===== src/rtl/seq_divider_pkg.sv =====
// Shared definitions for the sequential restoring divider: FSM encoding,
// default operand width and counter-width helper.
package div_pkg;

  localparam int DIV_N = 8;

  typedef enum logic [1:0] {
    IDLE = 2'd0,
    CALC = 2'd1,
    DONE = 2'd2
  } div_state_t;

  // Counter must hold values 0..n, so it needs clog2(n+1) bits.
  function automatic int cnt_w(input int n);
    return $clog2(n + 1);
  endfunction

endpackage


===== src/rtl/seq_divider_if.sv =====
// Request/result bundle between the control unit (master) and the divider (slave).
interface seq_divider_if
  import div_pkg::*;
#(
  parameter int N = DIV_N
) ();

  logic         start;
  logic [N-1:0] X;
  logic [N-1:0] Y;
  logic [N-1:0] Q;
  logic [N-1:0] R;
  logic         done;
  logic         busy;
  logic         div0;

  modport master (
    output start, X, Y,
    input  Q, R, done, busy, div0
  );

  modport slave (
    input  start, X, Y,
    output Q, R, done, busy, div0
  );

endinterface


===== src/rtl/seq_divider_step.sv =====
// One combinational restoring-division iteration: shift {A,Qr} left, trial
// subtract the divisor, keep the difference or restore.
module div_step
  import div_pkg::*;
#(
  parameter int N = DIV_N
) (
  input  logic [N:0]   a,
  input  logic [N-1:0] qr,
  input  logic [N-1:0] m,
  output logic [N:0]   a_next,
  output logic [N-1:0] qr_next
);

  logic [2*N:0] shifted;
  logic [N:0]   a_shifted;
  logic [N-1:0] qr_shifted;
  logic [N:0]   trial;

  assign shifted    = {a, qr} << 1;
  assign a_shifted  = shifted[2*N:N];
  assign qr_shifted = shifted[N-1:0];
  assign trial      = a_shifted - {1'b0, m};

  // A clear sign bit means the divisor fitted: keep the difference, quotient bit 1.
  always_comb begin
    a_next  = a_shifted;
    qr_next = qr_shifted;
    if (!trial[N]) begin
      a_next  = trial;
      qr_next = qr_shifted | {{(N-1){1'b0}}, 1'b1};
    end
  end

endmodule


===== src/rtl/seq_divider.sv =====
// Sequential unsigned restoring divider producing one quotient bit per clock,
// with a start/done handshake and a divide-by-zero shortcut.
module seq_divider
  import div_pkg::*;
#(
  parameter int N = DIV_N
) (
  input  logic         clk,
  input  logic         reset,
  seq_divider_if.slave bus
);

  localparam int CW = cnt_w(N);

  div_state_t   state_q, state_d;
  logic [N:0]   a_q, a_d;
  logic [N-1:0] qr_q, qr_d;
  logic [N-1:0] m_q, m_d;
  logic [CW-1:0] cnt_q, cnt_d;
  logic         done_q, done_d;
  logic         busy_q, busy_d;
  logic         div0_q, div0_d;

  logic [N:0]   step_a;
  logic [N-1:0] step_qr;

  div_step #(.N(N)) u_step (
    .a       (a_q),
    .qr      (qr_q),
    .m       (m_q),
    .a_next  (step_a),
    .qr_next (step_qr)
  );

  always_ff @(posedge clk or posedge reset) begin
    if (reset) begin
      state_q <= IDLE;
      a_q     <= '0;
      qr_q    <= '0;
      m_q     <= '0;
      cnt_q   <= '0;
      done_q  <= 1'b0;
      busy_q  <= 1'b0;
      div0_q  <= 1'b0;
    end else begin
      state_q <= state_d;
      a_q     <= a_d;
      qr_q    <= qr_d;
      m_q     <= m_d;
      cnt_q   <= cnt_d;
      done_q  <= done_d;
      busy_q  <= busy_d;
      div0_q  <= div0_d;
    end
  end

  // DONE accepts a new request exactly like IDLE; start is ignored during CALC.
  always_comb begin
    state_d = state_q;
    a_d     = a_q;
    qr_d    = qr_q;
    m_d     = m_q;
    cnt_d   = cnt_q;
    done_d  = done_q;
    busy_d  = busy_q;
    div0_d  = div0_q;

    case (state_q)
      IDLE, DONE: begin
        if (bus.start) begin
          a_d    = '0;
          qr_d   = bus.X;
          m_d    = bus.Y;
          cnt_d  = '0;
          done_d = 1'b0;
          div0_d = 1'b0;
          if (bus.Y == '0) begin
            qr_d    = '1;
            a_d     = {1'b0, bus.X};
            div0_d  = 1'b1;
            done_d  = 1'b1;
            state_d = DONE;
          end else begin
            busy_d  = 1'b1;
            state_d = CALC;
          end
        end
      end

      CALC: begin
        a_d   = step_a;
        qr_d  = step_qr;
        cnt_d = cnt_q + CW'(1);
        if (cnt_q == CW'(N - 1)) begin
          busy_d  = 1'b0;
          done_d  = 1'b1;
          state_d = DONE;
        end
      end

      default: begin
        state_d = IDLE;
      end
    endcase
  end

  assign bus.Q    = qr_q;
  assign bus.R    = a_q[N-1:0];
  assign bus.done = done_q;
  assign bus.busy = busy_q;
  assign bus.div0 = div0_q;

endmodule

===== src/flat_wrapper.sv =====
// flat-port wrapper written by rule: the top's interface ports become plain ports
module seq_divider_flat import div_pkg::*;
#(
  parameter int N = DIV_N
)
  (clk, reset, bus_start, bus_X, bus_Y, bus_Q, bus_R, bus_done, bus_busy, bus_div0);
  seq_divider_if #(.N(N)) bus_i ();
  input  logic clk;
  input  logic reset;
  input wire logic [$bits(bus_i.start)-1:0] bus_start;
  input wire logic [$bits(bus_i.X)-1:0] bus_X;
  input wire logic [$bits(bus_i.Y)-1:0] bus_Y;
  output wire logic [$bits(bus_i.Q)-1:0] bus_Q;
  output wire logic [$bits(bus_i.R)-1:0] bus_R;
  output wire logic [$bits(bus_i.done)-1:0] bus_done;
  output wire logic [$bits(bus_i.busy)-1:0] bus_busy;
  output wire logic [$bits(bus_i.div0)-1:0] bus_div0;
  assign bus_i.start = bus_start;
  assign bus_i.X = bus_X;
  assign bus_i.Y = bus_Y;
  assign bus_Q = bus_i.Q;
  assign bus_R = bus_i.R;
  assign bus_done = bus_i.done;
  assign bus_busy = bus_i.busy;
  assign bus_div0 = bus_i.div0;
  seq_divider #(.N(N)) u_core (.clk(clk), .reset(reset), .bus(bus_i));
endmodule

===== config.mk =====
export PLATFORM = sky130hd
export DESIGN_NAME = seq_divider_flat
export DESIGN_NICKNAME = d
export VERILOG_FILES = /design/src/rtl/seq_divider_pkg.sv /design/src/rtl/seq_divider_if.sv /design/src/rtl/seq_divider_step.sv /design/src/rtl/seq_divider.sv /design/src/flat_wrapper.sv
export SDC_FILE = /design/constraint.sdc
export NUM_CORES = 1
export LEC_CHECK = 0
export ABC_AREA = 1
export BUFFER_PORTS_ARGS = -buffer_cell sky130_fd_sc_hd__buf_2
export CAP_MARGIN = 20
export CORE_MARGIN = 2
export CORE_UTILIZATION = 50
export DETAILED_ROUTE_END_ITERATION = 12
export PLACE_DENSITY = 0.74
export REMOVE_ABC_BUFFERS = 1
export SLEW_MARGIN = 20
export SYNTH_ARGS = -nofsm -noshare
export SYNTH_HDL_FRONTEND = slang
export SYNTH_SLANG_ARGS = --single-unit

===== constraint.sdc =====
create_clock -name clk -period 1.8 [get_ports clk]
set_input_delay 0.36 -clock clk [delete_from_list [all_inputs] [get_ports clk]]
set_output_delay 0.36 -clock clk [all_outputs]
set_load 0.02 [all_outputs]

==> results by group <==
Logic synthesis
  – Yosys top cell by area: dfrtp_1
  – Yosys top cell area share: roughly two fifths
  – Most frequent cells after synthesis: nand2_1 (75), inv_1 (48), dfrtp_1 (33)
  – Avg Cell Area, Syn: about 7.6 um2
  – Dominant cells by area after synthesis: dfrtp_1 (39%), nand2_1 (13%), inv_1 (8.6%), ha_1 (5.4%), nand3_1 (5.0%)
  – Post-synthesis cell area: 2100 um2
  – Post-synth cell types: 30
  – Yosys warns: 0
  – Count leader, synth: nand2_1
  – Post-synth EDFFs: 0
  – Synth Register Bits: 33
  – Asr flop ratio synth: 100%
  – Synth Flop Type: dfrtp_1
  – Seq/Total Area, Yosys: 39.4%
  – Synthesized instance count: 276

Global routing
  – First-pass GRT wire length: around 8300 um
  – Initial antenna violation count: 0
  – Grt ovf: 0
  – Total GRT Usage: 24.2%
  – Vias in the first global route: 1780
  – Largest net degree at the start of global routing: 34

Finish
  – Diode count: 0
  – Area Overhead vs Synth: 26.8%
  – Post-route core utilization: between 60% and 70%
  – Fraction of layout cells with a size suffix above 1: 29.9%
  – Fin nets: 363

STA
  – Final max-slew violation count: 0
  – Setup WS post-layout: -0.114 ns
  – Setup-failing EPs final: 9
  – Final hold slack: 0.155 ns
  – Relative slew slack: 70.9%
  – Total negative slack: -0.729 ns
  – Fmax: around 520 MHz
  – Final Hold Vio Count: 0
  – Final period util: 106%
  – Post-layout min period: 1.91 ns
  – Slew @ Worst Pin: approximately 0.44 ns
  – RSZ-0062 raised after global routing: yes
  – Worst Skew: 0.00559 ns

Die
  – Die area: 4730 um2
  – Initial core utilization: 52.0%
  – Vert. Die Dim: 68.8 um
  – Rows: 23
  – Ports: 38
  – Core area: slightly above 4000 um2
  – Die Width: 68.8 um

Critical path
  – Worst path bufs/invs: 3
  – CP dominant cell by count: nand2_2
  – Cell at the slowest stage of the critical path: dfrtp_1
  – Critical Path Fanout Max: 2
  – Critical path cell sequence: ha_4, fa_2, inv_2, nand2_2, nand2_4, buf_6, nand2_2, xnor2_1, inv_1, nand2_2, nand3_2, a21oi_2
  – Crit-path leading delay family: adder cells
  – CP startpoint kind: flip-flop
  – WS Path Type: reg2reg
  – Crit-path max cell delay: ~0.43 ns
  – Endpoint type of the worst setup path: flip-flop
  – Req. time, crit path: 2.02 ns
  – Arrival time worst endpoint: 2.13 ns

Drt
  – Routed length per instance: about 14 um
  – Total wire length: 5300 um
  – Post-route ant nets: 0
  – Via count: 1984
  – DR vias/cell: a little over 5
  – DR iter-0 viols: 75
  – Residual DRC: 0
  – Drt pass-1 iters: 4

Run status
  – Outcome: complete, but fails checks
  – Failing checks: negative setup slack

Clock tree
  – Clock Sinks: 33
  – H-Tree Depth: 2
  – Clk pin slew, worst setup/hold paths: ~0.070 ns
  – CTS tree: yes
  – CTS root buffer: clkbuf_8
  – Clock Path Buffers: 2
  – CTS buffer count: 5
  – Hold-fix buffers at CTS: 0
  – Later-pin clock latency in the skew report: 0.29 ns

Worst hold path
  – Worst min path class: in2async

Place
  – # port buffers: 37
  – Placement Setup Slack: -0.131 ns
  – Dpl hpwl: around 3700 um
  – Gpl congestion: approximately 0.84

Flow run
  – Max Cap Violations: 0
cells in the final DEF (no fill, tap or decap), types with 3 or more instances in the layout:
cell        n
a21oi_2     7
ha_1        8
o2111ai_1   8
nand3b_1    3
nand3_2     6
buf_4      18
o21ai_0    17
buf_2      37
inv_1      46
clkbuf_8    6
inv_2       6
nand3_1    16
nand2_1    71
nor2_1     19
dfrtp_1    33
nand2_4     3
nand2_2     4
a21oi_1     6
layout make-up:
cell class              instances  area, um2
clock buffers                   7       86.3
clock inverters                 1       30.0
fillers                       332       1370
inverters                      52        195
multi-input cells             186       1130
flip-flops and latches         33        826
well taps                      50       62.6
repair buffers                 56        332
final timing paths:
| check | from | to | slack, ns | depth (start not counted) |
|---|---|---|---|---|
| setup / recovery | u_core.m_q[0] | u_core.a_q[4] | -0.11 | 12 |
| hold / removal | reset | u_core.state_q[0] | 0.16 | 3 |
| setup reg to reg | u_core.m_q[0] | u_core.a_q[4] | -0.11 | 12 |
| hold reg to reg | u_core.cnt_q[3] | u_core.cnt_q[3] | 0.46 | 1 |
| max in group asynchronous | reset | u_core.m_q[0] | 1.34 | 3 |
| min in group clk | bus_Y[2] | u_core.m_q[2] | 0.29 | 3 |
flip-flops by register name, summed over array words and instances, names as in the netlist:
signal	flops
u_core.a_q	8
u_core.bus.Q	8
u_core.m_q	8
u_core.cnt_q	4
u_core.state_q	2
u_core.bus.busy	1
u_core.bus.div0	1
u_core.bus.done	1
per-layer routing:
layer / wire, um / GRT usage, %
met1: 2500 / 32.2
met2: 2480 / 39.2
met3: 225 / 5.19
met4: 86 / 7.60
met5: 0 / 0
cell families (layout without fill, tap and decap cells):
group	count (synthesis)	after routing	synth area share (%)
simple gates	131	131	28.5
compound gates	42	42	13.6
fa+ha+maj	10	10	6.32
flops	33	33	39.4
xor+xnor	3	3	1.25
buf+inv	57	116	10.9
repair_timing:
action,4_1_cts,5_1_grt
buffers inserted,1,3
endpoints found under the setup margin,9,9
pin swaps,5,7
resized for setup,5,15
stage by stage:
stage | cell area [um2] | cells
2_1_floorplan | 2060 | 271
3_3_place_gp | 2420 | 373
3_5_place_dp | 2420 | 373
4_1_cts | 2560 | 382
5_1_grt | 2660 | 385
6_report | 2660 | 385
tightest hold or removal path, stage by stage:
cell,delay (ns)
buf_2,0.09
inv_1,0.04
buf_4,0.38
Power is left out: the tool's default activity adds up to more than one toggle a clock period on the data nets, which glitch-free logic cannot reach.
